### src/rtl/dram_4116_pkg.sv
// Shared types and address geometry for the 4116 DRAM controller slice.
package dram_4116_pkg;

  localparam int ROW_BITS  = 7;
  localparam int COL_BITS  = 7;
  localparam int ADDR_BITS = ROW_BITS + COL_BITS;

  typedef enum logic [2:0] {
    ST_IDLE = 3'd0,
    ST_ROW  = 3'd1,
    ST_COL  = 3'd2,
    ST_REF  = 3'd3,
    ST_PRE  = 3'd4
  } state_e;

  function automatic int max_int(input int a, input int b);
    return (a > b) ? a : b;
  endfunction

endpackage

### src/rtl/dram_4116_ctrl_if.sv
// Request/response bus between the arbitration logic (master) and the DRAM controller (slave).
interface dram_4116_ctrl_if;
  import dram_4116_pkg::*;

  logic                 req_valid;
  logic                 req_ready;
  logic                 req_we;
  logic [ADDR_BITS-1:0] req_addr;
  logic                 req_wdata;
  logic                 rsp_valid;
  logic                 rsp_rdata;

  modport master (
    output req_valid, req_we, req_addr, req_wdata,
    input  req_ready, rsp_valid, rsp_rdata
  );

  modport slave (
    input  req_valid, req_we, req_addr, req_wdata,
    output req_ready, rsp_valid, rsp_rdata
  );

endinterface

### src/rtl/dram_4116_ctrl_refresh_timer.sv
// Refresh interval down-counter, pending flag and wrapping refresh-row counter.
module dram_refresh_timer
  import dram_4116_pkg::*;
#(
  parameter int REFRESH_INTERVAL = 780
) (
  input  logic                clk,
  input  logic                rst_n,
  input  logic                clr_i,
  input  logic                inc_i,
  output logic                due_o,
  output logic                due_next_o,
  output logic [ROW_BITS-1:0] row_o
);

  localparam int              CNT_W  = $clog2(REFRESH_INTERVAL);
  localparam logic [CNT_W-1:0] RELOAD = CNT_W'(REFRESH_INTERVAL - 1);

  logic [CNT_W-1:0]    count_q, count_d;
  logic                pending_q, pending_d;
  logic [ROW_BITS-1:0] row_q, row_d;
  logic                tick_s;

  // A tick consumed by the same edge that enters refresh must not leave the flag set.
  always_comb begin
    tick_s  = (count_q == {CNT_W{1'b0}});
    count_d = tick_s ? RELOAD : (count_q - CNT_W'(1));
    if (clr_i) begin
      pending_d = 1'b0;
    end else if (tick_s) begin
      pending_d = 1'b1;
    end else begin
      pending_d = pending_q;
    end
    if (inc_i) begin
      row_d = row_q + ROW_BITS'(1);
    end else begin
      row_d = row_q;
    end
  end

  always_ff @(posedge clk or negedge rst_n) begin
    if (!rst_n) begin
      count_q   <= RELOAD;
      pending_q <= 1'b0;
      row_q     <= {ROW_BITS{1'b0}};
    end else begin
      count_q   <= count_d;
      pending_q <= pending_d;
      row_q     <= row_d;
    end
  end

  assign due_o      = pending_q | tick_s;
  assign due_next_o = pending_d | (count_d == {CNT_W{1'b0}});
  assign row_o      = row_q;

endmodule

### src/rtl/dram_4116_ctrl.sv
// Single-bit request to 4116 RAS/CAS/WE sequencer with RAS-only refresh; all pins registered.
module dram_4116_ctrl
  import dram_4116_pkg::*;
#(
  parameter int T_RCD            = 2,
  parameter int T_CAS            = 2,
  parameter int T_RP             = 2,
  parameter int REFRESH_INTERVAL = 780
) (
  input  logic                clk,
  input  logic                rst_n,
  dram_4116_ctrl_if.slave     bus,
  output logic                RAS_n,
  output logic                CAS_n,
  output logic                WE_n,
  output logic [ROW_BITS-1:0] A,
  output logic                D,
  input  logic                Q
);

  localparam int PH_MAX = max_int(T_RCD + T_CAS, T_RP);
  localparam int PH_W   = $clog2(PH_MAX + 1);
  localparam logic [PH_W-1:0] ROW_LAST = PH_W'(T_RCD - 1);
  localparam logic [PH_W-1:0] COL_LAST = PH_W'(T_CAS - 1);
  localparam logic [PH_W-1:0] REF_LAST = PH_W'(T_RCD + T_CAS - 1);
  localparam logic [PH_W-1:0] PRE_LAST = PH_W'(T_RP - 1);

  state_e              state_q;
  logic [PH_W-1:0]     phase_q;
  logic                ras_n_q, cas_n_q, we_n_q, d_q;
  logic [ROW_BITS-1:0] a_q;
  logic [COL_BITS-1:0] col_q;
  logic                is_write_q;
  logic                ready_q, rsp_valid_q, rsp_rdata_q;

  logic                ref_due_s, ref_due_next_s, ref_clr_s, ref_inc_s;
  logic [ROW_BITS-1:0] ref_row_s;

  assign ref_clr_s = (state_q == ST_IDLE) && ref_due_s;
  assign ref_inc_s = (state_q == ST_REF) && (phase_q == REF_LAST);

  dram_refresh_timer #(
    .REFRESH_INTERVAL (REFRESH_INTERVAL)
  ) u_refresh_timer (
    .clk        (clk),
    .rst_n      (rst_n),
    .clr_i      (ref_clr_s),
    .inc_i      (ref_inc_s),
    .due_o      (ref_due_s),
    .due_next_o (ref_due_next_s),
    .row_o      (ref_row_s)
  );

  // Access/refresh sequencer; ready is computed one cycle ahead so a refresh tick beats a request.
  always_ff @(posedge clk or negedge rst_n) begin
    if (!rst_n) begin
      state_q     <= ST_IDLE;
      phase_q     <= {PH_W{1'b0}};
      ras_n_q     <= 1'b1;
      cas_n_q     <= 1'b1;
      we_n_q      <= 1'b1;
      a_q         <= {ROW_BITS{1'b0}};
      d_q         <= 1'b0;
      col_q       <= {COL_BITS{1'b0}};
      is_write_q  <= 1'b0;
      ready_q     <= 1'b0;
      rsp_valid_q <= 1'b0;
      rsp_rdata_q <= 1'b0;
    end else begin
      rsp_valid_q <= 1'b0;
      case (state_q)
        ST_IDLE: begin
          if (ref_due_s) begin
            state_q <= ST_REF;
            phase_q <= {PH_W{1'b0}};
            ras_n_q <= 1'b0;
            a_q     <= ref_row_s;
            ready_q <= 1'b0;
          end else if (bus.req_valid && ready_q) begin
            state_q    <= ST_ROW;
            phase_q    <= {PH_W{1'b0}};
            ras_n_q    <= 1'b0;
            a_q        <= bus.req_addr[ADDR_BITS-1:COL_BITS];
            col_q      <= bus.req_addr[COL_BITS-1:0];
            is_write_q <= bus.req_we;
            we_n_q     <= ~bus.req_we;
            if (bus.req_we) d_q <= bus.req_wdata;
            ready_q    <= 1'b0;
          end else begin
            ready_q <= ~ref_due_next_s;
          end
        end
        ST_ROW: begin
          if (phase_q == ROW_LAST) begin
            state_q <= ST_COL;
            phase_q <= {PH_W{1'b0}};
            a_q     <= col_q;
            cas_n_q <= 1'b0;
          end else begin
            phase_q <= phase_q + PH_W'(1);
          end
        end
        ST_COL: begin
          if (phase_q == COL_LAST) begin
            state_q <= ST_PRE;
            phase_q <= {PH_W{1'b0}};
            ras_n_q <= 1'b1;
            cas_n_q <= 1'b1;
            we_n_q  <= 1'b1;
            if (!is_write_q) begin
              rsp_valid_q <= 1'b1;
              rsp_rdata_q <= Q;
            end
          end else begin
            phase_q <= phase_q + PH_W'(1);
          end
        end
        ST_REF: begin
          if (phase_q == REF_LAST) begin
            state_q <= ST_PRE;
            phase_q <= {PH_W{1'b0}};
            ras_n_q <= 1'b1;
          end else begin
            phase_q <= phase_q + PH_W'(1);
          end
        end
        ST_PRE: begin
          if (phase_q == PRE_LAST) begin
            state_q <= ST_IDLE;
            phase_q <= {PH_W{1'b0}};
            ready_q <= ~ref_due_next_s;
          end else begin
            phase_q <= phase_q + PH_W'(1);
          end
        end
        default: begin
          state_q <= ST_IDLE;
          phase_q <= {PH_W{1'b0}};
          ras_n_q <= 1'b1;
          cas_n_q <= 1'b1;
          we_n_q  <= 1'b1;
          ready_q <= 1'b0;
        end
      endcase
    end
  end

  assign RAS_n         = ras_n_q;
  assign CAS_n         = cas_n_q;
  assign WE_n          = we_n_q;
  assign A             = a_q;
  assign D             = d_q;
  assign bus.req_ready = ready_q;
  assign bus.rsp_valid = rsp_valid_q;
  assign bus.rsp_rdata = rsp_rdata_q;

endmodule

### src/flat_wrapper.sv
// flat-port wrapper written by rule: the top's interface ports become plain ports
module dram_4116_ctrl_flat import dram_4116_pkg::*;
#(
  parameter int T_RCD            = 2,
  parameter int T_CAS            = 2,
  parameter int T_RP             = 2,
  parameter int REFRESH_INTERVAL = 780
)
  (clk, rst_n, RAS_n, CAS_n, WE_n, A, D, Q, bus_req_valid, bus_req_we, bus_req_addr, bus_req_wdata, bus_req_ready, bus_rsp_valid, bus_rsp_rdata);
  dram_4116_ctrl_if bus_i ();
  input  logic clk;
  input  logic rst_n;
  output logic RAS_n;
  output logic CAS_n;
  output logic WE_n;
  output logic [ROW_BITS-1:0] A;
  output logic D;
  input  logic Q;
  input wire logic [$bits(bus_i.req_valid)-1:0] bus_req_valid;
  input wire logic [$bits(bus_i.req_we)-1:0] bus_req_we;
  input wire logic [$bits(bus_i.req_addr)-1:0] bus_req_addr;
  input wire logic [$bits(bus_i.req_wdata)-1:0] bus_req_wdata;
  output wire logic [$bits(bus_i.req_ready)-1:0] bus_req_ready;
  output wire logic [$bits(bus_i.rsp_valid)-1:0] bus_rsp_valid;
  output wire logic [$bits(bus_i.rsp_rdata)-1:0] bus_rsp_rdata;
  assign bus_i.req_valid = bus_req_valid;
  assign bus_i.req_we = bus_req_we;
  assign bus_i.req_addr = bus_req_addr;
  assign bus_i.req_wdata = bus_req_wdata;
  assign bus_req_ready = bus_i.req_ready;
  assign bus_rsp_valid = bus_i.rsp_valid;
  assign bus_rsp_rdata = bus_i.rsp_rdata;
  dram_4116_ctrl #(.T_RCD(T_RCD), .T_CAS(T_CAS), .T_RP(T_RP), .REFRESH_INTERVAL(REFRESH_INTERVAL)) u_core (.clk(clk), .rst_n(rst_n), .bus(bus_i), .RAS_n(RAS_n), .CAS_n(CAS_n), .WE_n(WE_n), .A(A), .D(D), .Q(Q));
endmodule
### config.mk
export PLATFORM = sky130hd
export DESIGN_NAME = dram_4116_ctrl_flat
export DESIGN_NICKNAME = d
export VERILOG_FILES = /design/src/rtl/dram_4116_pkg.sv /design/src/rtl/dram_4116_ctrl_if.sv /design/src/rtl/dram_4116_ctrl_refresh_timer.sv /design/src/rtl/dram_4116_ctrl.sv /design/src/flat_wrapper.sv
export SDC_FILE = /design/constraint.sdc
export NUM_CORES = 1
export LEC_CHECK = 0
export CAP_MARGIN = 20
export CORE_MARGIN = 1
export CORE_UTILIZATION = 45
export DETAILED_ROUTE_END_ITERATION = 8
export PLACE_DENSITY = 0.72
export SYNTH_ARGS = -nofsm -noshare
export SYNTH_HDL_FRONTEND = slang
export SYNTH_SLANG_ARGS = --single-unit
### constraint.sdc
create_clock -name clk -period 5.1 [get_ports clk]
set_input_delay 0.765 -clock clk [delete_from_list [all_inputs] [get_ports clk]]
set_output_delay 0.765 -clock clk [all_outputs]
set_load 0.02 [all_outputs]
# ---- Word level (Yosys, flattened, before mapping)
# Index checks and enable logic that the tools add are counted.
dict set report totals {
  regBits 46
  latch_bits 0
  mem_bits_rw 0
  rom_bits 0
  input_bits 20
  output_inout_bits 14
  word_cells 98
  memories 0
}
dict set report classes {
  addsub 3
  mul 0
  div 0
  order_cmp 0
  eq_ne 13
  shifts 0
  mux 36
  bitwise_logic 10
  n_reduce_logical 21
}
# cell n
set ops {}
lappend ops {{$mux 3} 10}
lappend ops {{$mux 7} 3}
lappend ops {{$logic_not 10->1} 2}
lappend ops {{$mux 1} 15}
lappend ops {{$pmux 3 s5} 1}
lappend ops {{$pmux 7 s2} 1}
lappend ops {{$reduce_and 3->1} 4}
lappend ops {{$reduce_and 4->1} 3}
lappend ops {{$reduce_or 3->1} 4}
lappend ops {{$mux 10} 1}
lappend ops {{$sub 10x1->10 const B} 1}
lappend ops {{$eq 3x2->1 const B} 3}
lappend ops {{$pmux 1 s3} 3}
lappend ops {{$pmux 3 s3} 1}
lappend ops {{$not 1->1} 8}
lappend ops {{$add 7x1->7 const B} 1}
lappend ops {{$eq 3x1->1 const B} 2}
lappend ops {{$ne 2x1->1 const B} 3}
lappend ops {{$ne 2x2->1 const B} 3}
lappend ops {{$reduce_and 5->1} 1}
lappend ops {{$pmux 1 s4} 1}
lappend ops {{$add 3x1->3 const B} 1}
lappend ops {{$eq 3x3->1 const B} 1}
lappend ops {{$logic_and 1x1->1} 3}
lappend ops {{other kinds (6)} 7}

# ---- Logic depth before layout (Yosys ltp)
# Gate-level depths: netlist of the first run.
dict set report logic_depth {
  depth_word 9
  depth_mapped 8
  ltp_nobuf 7
}

# ---- Cells and area by module
# From an unflattened synthesis of the first run, not the netlist that was laid out.
dict set report unflattened {
  cells_unflattened 234
  hier_area_um2 2544.9
}
# module instances cells_per_inst area_per_inst_um2 seq_area_each_um2
set by_module_without_submodules {}
lappend by_module_without_submodules {dram_4116_ctrl 1 138 1571.5 704.4}
lappend by_module_without_submodules {dram_refresh_timer 1 96 973.4 456.7}

# ---- Worst setup path before layout of the first run
# OpenSTA, ideal clock, no wires.
dict set report synth_timing {
  path_kind {reg-to-reg}
  startpoint {register u_core.u_refresh_timer.count_q[0]}
  endpoint {register u_core.d_q (netlist: u_core.D)}
  arrival_time_ns 2.066
  setup_slack_ns 2.909
  stages_incl_launch_ff 9
  path_buffers 1
  cell_sequence {dfstp_2 inv_1 ha_1 nor4b_2 a31o_2 or2_1 buf_6 nor2_2 mux2_4}
}
dict set report synth_between {
  elab_chain_len 4
}
# element line_no
set synth_lines {}
lappend synth_lines {{start: declaration} dram_4116_ctrl_refresh_timer.sv:19} ;# logic [CNT_W-1:0] count_q, count_d;
lappend synth_lines {{start signal: assignment} dram_4116_ctrl_refresh_timer.sv:48} ;# count_q <= count_d;
lappend synth_lines {{$logic_not 10->1} dram_4116_ctrl_refresh_timer.sv:26} ;# tick_s = (count_q == {CNT_W{1'b0}});
lappend synth_lines {{$or 1x1->1} dram_4116_ctrl_refresh_timer.sv:54} ;# assign due_o = pending_q | tick_s;
lappend synth_lines {{$not 1->1 (no line)} --}
lappend synth_lines {{$reduce_and 4->1 (no line)} --}
lappend synth_lines {{end signal: assignment} dram_4116_ctrl.sv:87} ;# if (bus.req_we) d_q <= bus.req_wdata;
lappend synth_lines {{end: declaration} dram_4116_ctrl.sv:30} ;# logic ras_n_q, cas_n_q, we_n_q, d_q;
# Every way passes these cells.
# A chain may end at the register's enable or synchronous reset.

# ---- Worst setup path in the final report of the first run
dict set report layout_timing {
  startpoint {input bus_req_valid}
  endpoint {register u_core.a_q[1] (netlist: u_core.A[1])}
}
dict set report layout_between {
  elab_chain_len 3
}
# element line_no
set layout_lines {}
lappend layout_lines {{start: declaration} flat_wrapper.sv:19} ;# input wire logic [$bits(bus_i.req_valid)-1:0] bus_req_valid;
lappend layout_lines {{$logic_and 1x1->1} dram_4116_ctrl.sv:79} ;# end else if (bus.req_valid && ready_q) begin
lappend layout_lines {{$ne 3x2->1 (no line)} --}
lappend layout_lines {{$reduce_and 3->1 (no line)} --}
lappend layout_lines {{end signal: assignment} dram_4116_ctrl.sv:77} ;# a_q <= ref_row_s;
lappend layout_lines {{end signal: assignment} dram_4116_ctrl.sv:83} ;# a_q <= bus.req_addr[ADDR_BITS-1:COL_BITS];
lappend layout_lines {{end signal: assignment} dram_4116_ctrl.sv:97} ;# a_q <= col_q;
lappend layout_lines {{end: declaration} dram_4116_ctrl.sv:31} ;# logic [ROW_BITS-1:0] a_q;
# Every way passes these cells.

==> flow_summary.toml, run 1 <==
[critical_path]
cp.arrival_ns = 2.70
critPathLaunchType = "input pin"
reg2reg_depth = 7
worstReg2RegStart = "u_core.u_refresh_timer.count_q[0]"
rr_endpoint = "u_core.D"
cp_max_fo = 7
crit_start = "bus_req_valid"
crit_type = "input pin to flop"
critPathRequiredTime_ns = 5.28
r2r_slack_ns = 2.61
endpoint_kind = "flop"

[clock_network]
insertion_delay_ns = 0.30
clk_pin_slew_ns = 0.09
h-tree-depth = 2
root_buffer = "clkbuf_8"
cts.sinks = 46
cts_tree = "done"
ctsResizeCount = 0
cts_inserted_buffers = 5
clockBufferDepth = 2
post-cts-setup-buffers = 0
holdBufCountCts = 0

[synth]
syn_avg_cell_area_um2 = 10.1
ys_warn_count = 0
synth-seq-cells = 46
seq_area_frac_synth_pct = 47.0
synthArstFlopShare_pct = 100
synth_cell_types = 55
synthCells = 244
synth_edf_count = 0
syn_nets = 271
yosys.area.top_type_share_pct = 38.5
synthTopCellsByArea = "dfrtp_1 38%, dfstp_2 8.5%, mux2_2 5.5%"
synth_largest_area_cell = "dfrtp_1"
synth_flop_cell = "dfrtp_1"
syn_area_um2 = 2470

[floorplanning]
die_w_um = 76.1
dieArea_um2 = 5790
start_util_pct = 47.5
ios = 34
core_um2 = 5200
die_y_um = 76.1
rows = 26

[place]
place.gp.congestion = 0.831
placed_area_um2 = 2810
hpwl_um = 3550
dp_cells = 335
portBuffers = 33

[run_status]
outcome = "finished, final reports clean"

[sta]
worst_pin_slew_ns = 0.566
min_period_ns = 2.52
drv_slew = 0
grt_setup_unrepaired = "false"
fin_setup_tns_ns = 0
setup-violations-final = 0
slew_headroom_pct = 62.3
clock_skew_ns = 0.00540
period_share_pct = 49.4
fmax_ghz = 0.397
hold_viol = 0

[route]
dr.first_iter.drc_count = 106
wire_per_inst_um = 14.2
via_per_inst = 5.44
vias = 1870
drt-total-wl_um = 4890
drtPass1Iterations = 4
drcViolationCount = 0
drtAntennaViolNets = 0

[grt]
grt_max_degree = 47
antenna_found_initial = 0
grt-ovfl-total = 0
grt_pass1_vias = 1813
grtUsageTotal_pct = 18.8
grt_pass1_wl_um = 8690

[cells_and_area]
stdcell_count = 344
diodes = 0
design_area_um2 = 2950
area_delta_synth_final_pct = 19.4
drive_gt1_share_pct = 16.1
multi_input_area_um2 = 1200
layout_commonest_cell = "dfrtp_1"
layout_common_cells = "38 x dfrtp_1, 32 x clkdlybuf4s50_1, 24 x nand2_1"
seqCellArea_um2 = 1160
fillers = 486
final_nets = 300

[power_and_ir_drop]
power_density_nw_per_um2 = 512
max-vdd-ir-drop_mv = 0.284
p_leak_nw = 1.24

[run]
maxCapViolations = 0

[hold_path]
hp-class = "input pin to async pin"
[state kept, by name, summed over array words and instances (netlist names), 3 cells and up]
name,cells
u_core.phase_q,3
u_core.col_q,7
u_core.state_q,3
u_core.A,7
u_core.u_refresh_timer.row_o,7
u_core.u_refresh_timer.count_q,10
[critical path, cell delays in order]
cell and delay (ns):
clkdlybuf4s50_1 0.45, a2111o_1 0.48, a311oi_1 0.50, and3b_1 0.30, o21ai_0 0.12, o2bb2ai_1 0.09
[synth_stat cells (2+ instances only)]
cell	number
a21o_1	2
mux2_2	12
o2bb2ai_1	7
nor3b_1	2
a211oi_1	4
nor2_1	20
nor2b_1	2
inv_1	10
dfrtp_1	38
or2_2	2
o31ai_1	2
nand3_1	6
o211ai_1	3
a21oi_1	9
nor2_2	2
o22ai_1	2
ha_1	7
nor4b_2	2
nand4_1	2
nor3_1	5
xor2_1	3
or4_1	2
buf_6	3
and2_1	4
nand2_1	24
o21ai_0	19
xnor2_1	7
and3_1	3
buf_2	4
dfstp_2	8
clkbuf_1	4
[report_power, final]
part	internal, mW	switching [mW]	leakage [nW]
logic	0.303	0.330	0.624
clock network	0.147	0.128	0.0585
registers	0.488	0.115	0.553
[per-stage QoR]
stage                     setup slack, ns  util (%)  hold slack, ns  total power, mW
after global routing                 2.39      56.7           0.488             1.63
final                                2.58      56.7           0.450             1.51
after detailed placement             2.30      54.0           0.467             1.24
after CTS                            2.60      56.2           0.483             1.52
after global placement               2.37      54.0           0.461             1.22
after floorplan                      2.91         -           0.422             1.03
[layout make-up]
cell class	instances	share of cell area, %
flip-flops and latches	46	39.3
well taps	70	2.97
inverters	10	1.27
clock buffers	5	2.33
repair buffers	34	12.0
clock inverters	3	1.48
multi-input cells	176	40.7
[per-layer routing]
metal  vias to the layer above  wire (um)  GRT usage, %
li1                        931          -             -
met1                       899       2490          26.5
met2                        34       2120          28.3
met3                         6        234          5.27
met4                         0         42          5.19
met5                         -          0             0
[cells by family (layout without fill, tap and decap cells)]
family                   Yosys count  in the layout  share of synthesized area [%]
multiplexers                      14             14                           6.48
flip-flops                        46             46                           47.0
AO/OA/AOI/OAI                     59             59                           15.8
buffers and inverters             22             52                           4.46
XOR/XNOR                          10             10                           3.54
AND/OR/NAND/NOR                   86             86                           19.1
adder cells (fa/ha/maj)            7              7                           3.54
[how the worst max path moves through the flow]
stage,end,slack [ns],depth (start not counted)
final,u_core.A[1],2.58,6
after global routing,u_core.D,2.39,7
after CTS,u_core.D,2.60,7
after detailed placement,u_core.A[1],2.30,6
after global placement,u_core.A[5],2.37,6
after floorplan,u_core.D,2.91,8
No activity file was read; power rests on OpenSTA's default activity.
==> run 2: changes to the inputs <==
--- a/config.mk
+++ b/config.mk
@@ -9,7 +9,7 @@
 export CORE_MARGIN = 1
 export CORE_UTILIZATION = 45
 export DETAILED_ROUTE_END_ITERATION = 8
-export PLACE_DENSITY = 0.72
+export PLACE_DENSITY = 0.74
 export SYNTH_ARGS = -nofsm -noshare
 export SYNTH_HDL_FRONTEND = slang
 export SYNTH_SLANG_ARGS = --single-unit
==> constraint.sdc (replaced) <==
create_clock -name clk -period 2.1 [get_ports clk]
set_input_delay 0.315 -clock clk [delete_from_list [all_inputs] [get_ports clk]]
set_output_delay 0.315 -clock clk [all_outputs]
set_load 0.02 [all_outputs]
==> run 2 against run 1 <==
  * Via count grew 2.0%
  * Die area is the same
  * Largest power group unchanged
  * Sequential power grew 130%
  * Worst setup slack lost 2.5 ns
  * Largest cell class unchanged
  * Global-route usage shrank 0.25 points
  * Final cell count grew 4.7%
  * Combinational power grew to 2.8 times the previous value
==> flow_summary.toml, run 2 (synthesis results as in run 1) <==
[run_status]
outcome = "finished, final reports clean"

[route]
drtPass1Iterations = 4
drtAntennaViolNets = 0
drt-total-wl_um = 5000
via_per_inst = 5.30
drcViolationCount = 0
dr.first_iter.drc_count = 115
wire_per_inst_um = 13.9
vias = 1907

[place]
hpwl_um = 3820
post-place-ws_ns = -0.0652
placed_area_um2 = 2960
place.gp.congestion = 0.794
portBuffers = 33

[hold_path]
hp-class = "input pin to async pin"

[grt]
grt_max_degree = 28
antenna_found_initial = 0
grt-ovfl-total = 0
grt_pass1_vias = 1886
grtUsageTotal_pct = 18.5
grt_pass1_wl_um = 8620

[cells_and_area]
final_nets = 316
layout_common_cells = "38 x dfrtp_1, 32 x clkdlybuf4s50_1, 24 x nand2_1"
design_area_um2 = 3080
layout_commonest_cell = "dfrtp_1"
largest_reg_flops = 10
utilization_pct = 59.2
area_delta_synth_final_pct = 24.8
top_register = "u_core.u_refresh_timer.count_q"
diodes = 0
drive_gt1_share_pct = 22.1
fillers = 455

[run]
maxCapViolations = 0

[floorplanning]
ios = 34
rows = 26
dieArea_um2 = 5790
core_um2 = 5200
start_util_pct = 47.5
die_y_um = 76.1
die_w_um = 76.1

[critical_path]
critPathLaunchType = "flop"
reg2reg_depth = 7
r2r_slack_ns = 0.11
rr_endpoint = "u_core.col_q[1]"
worstReg2RegStart = "u_core.u_refresh_timer.count_q[1]"
critPathRequiredTime_ns = 2.30
cp.arrival_ns = 2.19
crit_type = "flop to flop"
cp_max_fo = 7
endpoint_kind = "flop"

[clock_network]
clk_pin_slew_ns = 0.09
cts.sinks = 46
cts_tree = "done"
post-cts-setup-buffers = 0
clockBufferDepth = 2
h-tree-depth = 2
insertion_delay_ns = 0.30
cts_inserted_buffers = 5
root_buffer = "clkbuf_8"

[sta]
hold_viol = 0
fin_setup_tns_ns = 0
drv_slew = 0
setup-violations-final = 0
worst_pin_slew_ns = 0.596
fmax_ghz = 0.502
clock_skew_ns = 0.00794
grt_setup_unrepaired = "false"
setup_ws_ns = 0.108
min_period_ns = 1.99
slew_headroom_pct = 60.3
period_share_pct = 94.9

[power_and_ir_drop]
power_density_nw_per_um2 = 1210
max-vdd-ir-drop_mv = 0.827
p_leak_nw = 1.30
-- run 2: layout make-up --
class	instances	area [um2]	area share (%)
Clock inverter	3	25.0	0.812
Timing Repair Buffer	50	457	14.8
Tap cell	70	87.6	2.84
Multi-Input combinational cell	176	1250	40.4
Sequential cell	46	1160	37.7
Inverter	10	37.5	1.22
Clock buffer	5	68.8	2.23
-- run 2: critical path, cell delays in order (launching register included) --
cell and delay [ns]:
dfstp_2 0.54, inv_1 0.07, ha_4 0.17, nor4b_4 0.14
a31o_2 0.24, or2_4 0.28, buf_4 0.17, mux2_2 0.27
-- run 2: worst max path at each step --
stage                                      startpoint               to  slack (ns)  cells past startpoint
floorplan           u_core.u_refresh_timer.count_q[0]         u_core.D        0.02                      8
global placement                        bus_req_valid      u_core.A[5]       -0.01                      6
detailed placement                      bus_req_valid      u_core.A[5]       -0.07                      6
CTS                 u_core.u_refresh_timer.count_q[1]      u_core.A[6]        0.01                      8
global route        u_core.u_refresh_timer.count_q[2]      u_core.A[6]        0.02                      6
finish              u_core.u_refresh_timer.count_q[1]  u_core.col_q[1]        0.11                      7
-- run 2: timing repair --
action,in CTS,in global routing
hold buffers,0,0
gates resized for setup,0,7
setup endpoints to repair,0,14
-- run 2: where the power goes --
group          internal [mW]  switching [mW]
registers               1.19           0.204
logic                  0.861           0.923
clock network          0.240           0.316
total                   2.29            1.44
-- run 2: layer usage --
metal | wire length, um | track usage [%] | up-vias
li1 | - | - | 967
met1 | 2540 | 26.0 | 899
met5 | 0 | 0 | -
met3 | 165 | 3.35 | 4
met2 | 2220 | 28.6 | 37
met4 | 66 | 6.73 | 0
-- run 2: through the flow --
stage	hold WS (ns)	power [mW]	cells
floorplan	0.0194	2.50	244
global placement	0.344	3.10	352
detailed placement	0.350	3.15	352
CTS	0.0202	3.72	360
global route	0.0515	4.01	360
finish	0.00892	3.73	360
==> run 3: changes to the inputs <==
--- a/config.mk
+++ b/config.mk
@@ -5,6 +5,7 @@
 export SDC_FILE = /design/constraint.sdc
 export NUM_CORES = 1
 export LEC_CHECK = 0
+export ABC_AREA = 1
 export CAP_MARGIN = 20
 export CORE_MARGIN = 1
 export CORE_UTILIZATION = 45
==> run 3 against run 2 <==
  * The flow now finishes with violations (negative hold slack)
  * Sequential power barely moved
  * Synthesized area rose by 1.7%
  * Via count rose by 6.2%
  * Utilization fell by 1.1 points
  * Die area rose by 1.7%
  * Clock skew fell by 0.0022 ns
  * Final area fell by 1.2%
  * Critical path depth rose by 6
  * Non-clock buffer count fell by 11
  * Sequential cell count did not move
  * First-iteration DRC count fell by 51%
  * Total power fell by 2.4%
  * Critical path type unchanged
  * Critical endpoint is now u_core.A[1]
==> flow_summary.toml, run 3 <==
[synth]
synth_largest_area_cell = "dfrtp_1"
synth_flop_cell = "dfrtp_1"
synth-seq-cells = 46
synth_cell_types = 35
synthTopCellsByArea = "dfrtp_1 38%, nand2_1 13%, dfstp_2 8.4%"
ys_warn_count = 0
synthCells = 303
yosys.area.top_type_share_pct = 37.8
synthArstFlopShare_pct = 100
yosysMostFrequentCell = "nand2_1"
syn_nets = 330
syn_area_um2 = 2510
synth_edf_count = 0
seq_area_frac_synth_pct = 46.2
yosys-top-cells-count = "88 x nand2_1, 38 x dfrtp_1, 38 x inv_1"
syn_avg_cell_area_um2 = 8.30

[grt]
grtUsageTotal_pct = 19.5
grt-ovfl-total = 0
grt_max_degree = 25
grt_pass1_vias = 2079
grt_pass1_wl_um = 9110
antenna_found_initial = 0

[route]
vias = 2026
drtAntennaViolNets = 0
drcViolationCount = 0
drt-total-wl_um = 5160
wire_per_inst_um = 12.4
dr.first_iter.drc_count = 56
via_per_inst = 4.87
drtPass1Iterations = 4

[clock_network]
root_buffer = "clkbuf_8"
clockBufferDepth = 2
cts_tree = "done"
clk_pin_slew_ns = 0.09
cts.sinks = 46
cts_inserted_buffers = 5
insertion_delay_ns = 0.30
h-tree-depth = 2
holdBufCountCts = 0

[cells_and_area]
layout_commonest_cell = "nand2_1"
fillers = 491
area_delta_synth_final_pct = 21.2
layout_common_cells = "88 x nand2_1, 38 x inv_1, 38 x dfrtp_1"
largest_reg_flops = 10
drive_gt1_share_pct = 17.9
final_nets = 372
top_register = "u_core.u_refresh_timer.count_q"
diodes = 0

[hold_path]
hp-class = "input pin to async pin"

[sta]
fmax_ghz = 0.511
fin_setup_tns_ns = 0
clock_skew_ns = 0.00571
grt_setup_unrepaired = "false"
min_period_ns = 1.96
worst_pin_slew_ns = 0.521
holdWs_ns = -0.0225
slew_headroom_pct = 65.3
drv_slew = 0
hold_viol = 16
setup-violations-final = 0
period_share_pct = 93.1

[run]
maxCapViolations = 0

[floorplanning]
rows = 26
start_util_pct = 48.0
ios = 34
core_um2 = 5240
die_y_um = 76.7
die_w_um = 76.7
dieArea_um2 = 5890

[critical_path]
endpoint_kind = "flop"
crit_type = "flop to flop"
critPathRequiredTime_ns = 2.30
worstReg2RegStart = "u_core.u_refresh_timer.count_q[0]"
rr_endpoint = "u_core.A[1]"
cp.arrival_ns = 2.16
r2r_slack_ns = 0.14
cp_max_fo = 14
critPathLaunchType = "flop"
reg2reg_depth = 13

[place]
place.gp.congestion = 0.819
hpwl_um = 3930
portBuffers = 33

[run_status]
outcome = "finished with violations"
violations = "negative hold slack"

[power_and_ir_drop]
power_frac_comb_pct = 47.1
total_power_mw = 3.64
p_int_mw = 2.14
p_leak_nw = 1.53
seq_power_share_pct = 37.3
power_density_nw_per_um2 = 1200
switchingPower_mw = 1.50
p_clk_share_pct = 15.6
netSwitchingFraction_pct = 41.3
max-vdd-ir-drop_mv = 0.692
## run 3: cell types whose count changed after synthesis, sizes merged, moves of 4 or more
| cell | before | now |
|---|---|---|
| nand2 | 24 | 96 |
| inv | 10 | 43 |
| nand3 | 7 | 32 |
| mux2 | 13 | 1 |
| o21ai | 20 | 9 |
| nor2 | 22 | 32 |
| o2bb2ai | 7 | 0 |
| xnor2 | 7 | 1 |
| a211oi | 4 | 0 |
| buf | 8 | 4 |
| clkbuf | 4 | 0 |
## run 3: power by group through the flow
| stage | registers [mW] | logic, mW | clock network (mW) |
|---|---|---|---|
| 4_1_cts | 1.36 | 1.70 | 0.583 |
| 3_3_place_gp | 1.37 | 1.66 | 0 |
| 3_5_place_dp | 1.36 | 1.70 | 0 |
| 2_1_floorplan | 1.49 | 1.01 | 0 |
| 6_report | 1.36 | 1.72 | 0.568 |
| 5_1_grt | 1.39 | 1.90 | 0.620 |
## run 3: cell families after synthesis
| family | after synthesis | share of synthesized area, % |
|---|---|---|
| and+or+nand+nor | 173 | 34.6 |
| buffers and inverters | 49 | 8.41 |
| DFF | 46 | 46.2 |
| AOI/OAI and AO/OA | 20 | 4.43 |
| xor gates and xnor gates | 7 | 2.44 |
| adders and majority gates | 7 | 3.48 |
| muxes | 1 | 0.448 |
## run 3: final cells by class
type / instances / area [um2] / area share, %
flip-flops and latches: 46 / 1160 / 38.1
multi-input cells: 208 / 1140 / 37.5
repair buffers: 39 / 387 / 12.7
inverters: 45 / 174 / 5.71
well taps: 70 / 87.6 / 2.88
clock buffers: 6 / 82.6 / 2.71
clock inverters: 2 / 12.5 / 0.411
## run 3: timing repair
action / in CTS / in global routing
setup endpoints to repair: 0 / 8
endpoints found under the hold margin: 0 / 0
setup buffers: 0 / 1
gates resized for setup: 0 / 1
## run 3: worst max path at each step
stage	endpoint	startpoint	cells after the start	slack (ns)
6_report	u_core.A[1]	u_core.u_refresh_timer.count_q[0]	13	0.14
5_1_grt	u_core.A[0]	u_core.u_refresh_timer.count_q[0]	13	0.02
4_1_cts	u_core.A[1]	u_core.u_refresh_timer.count_q[0]	13	0.08
3_5_place_dp	u_core.A[1]	u_core.u_refresh_timer.count_q[0]	13	0.08
3_3_place_gp	u_core.A[4]	u_core.u_refresh_timer.count_q[0]	13	0.17
2_1_floorplan	u_core.D	u_core.u_refresh_timer.count_q[0]	12	0.39
## run 3: per-stage QoR
stage	cell area, um2	setup WS (ns)	hold slack (ns)	util [%]	cells
after floorplan	2510	0.393	0.0194	-	303
after global placement	2940	0.172	0.328	56.1	407
after detailed placement	2940	0.0827	0.338	56.1	407
after CTS	3030	0.0799	0.00162	57.9	415
after global routing	3050	0.0224	0.0277	58.1	416
final	3050	0.145	-0.0225	58.1	416
## run 3: per-layer routing
| metal | routed length [um] | up-vias | track usage (%) |
|---|---|---|---|
| li1 | - | 1021 | - |
| met1 | 2360 | 959 | 24.6 |
| met2 | 2540 | 39 | 32.9 |
| met3 | 178 | 7 | 2.86 |
| met4 | 84 | 0 | 9.04 |
| met5 | 0 | - | 0 |
## run 3: worst max-delay path, cell delays in order, from the launching register on
cell	delay, ns
dfstp_2	0.55
inv_1	0.08
ha_1	0.25
inv_2	0.08
nor2_2	0.03
nand2_2	0.10
nor2_4	0.05
nand2_4	0.07
buf_6	0.16
nand3_4	0.12
nand3_4	0.14
clkinv_4	0.09
nand3_1	0.07
nand2_1	0.05
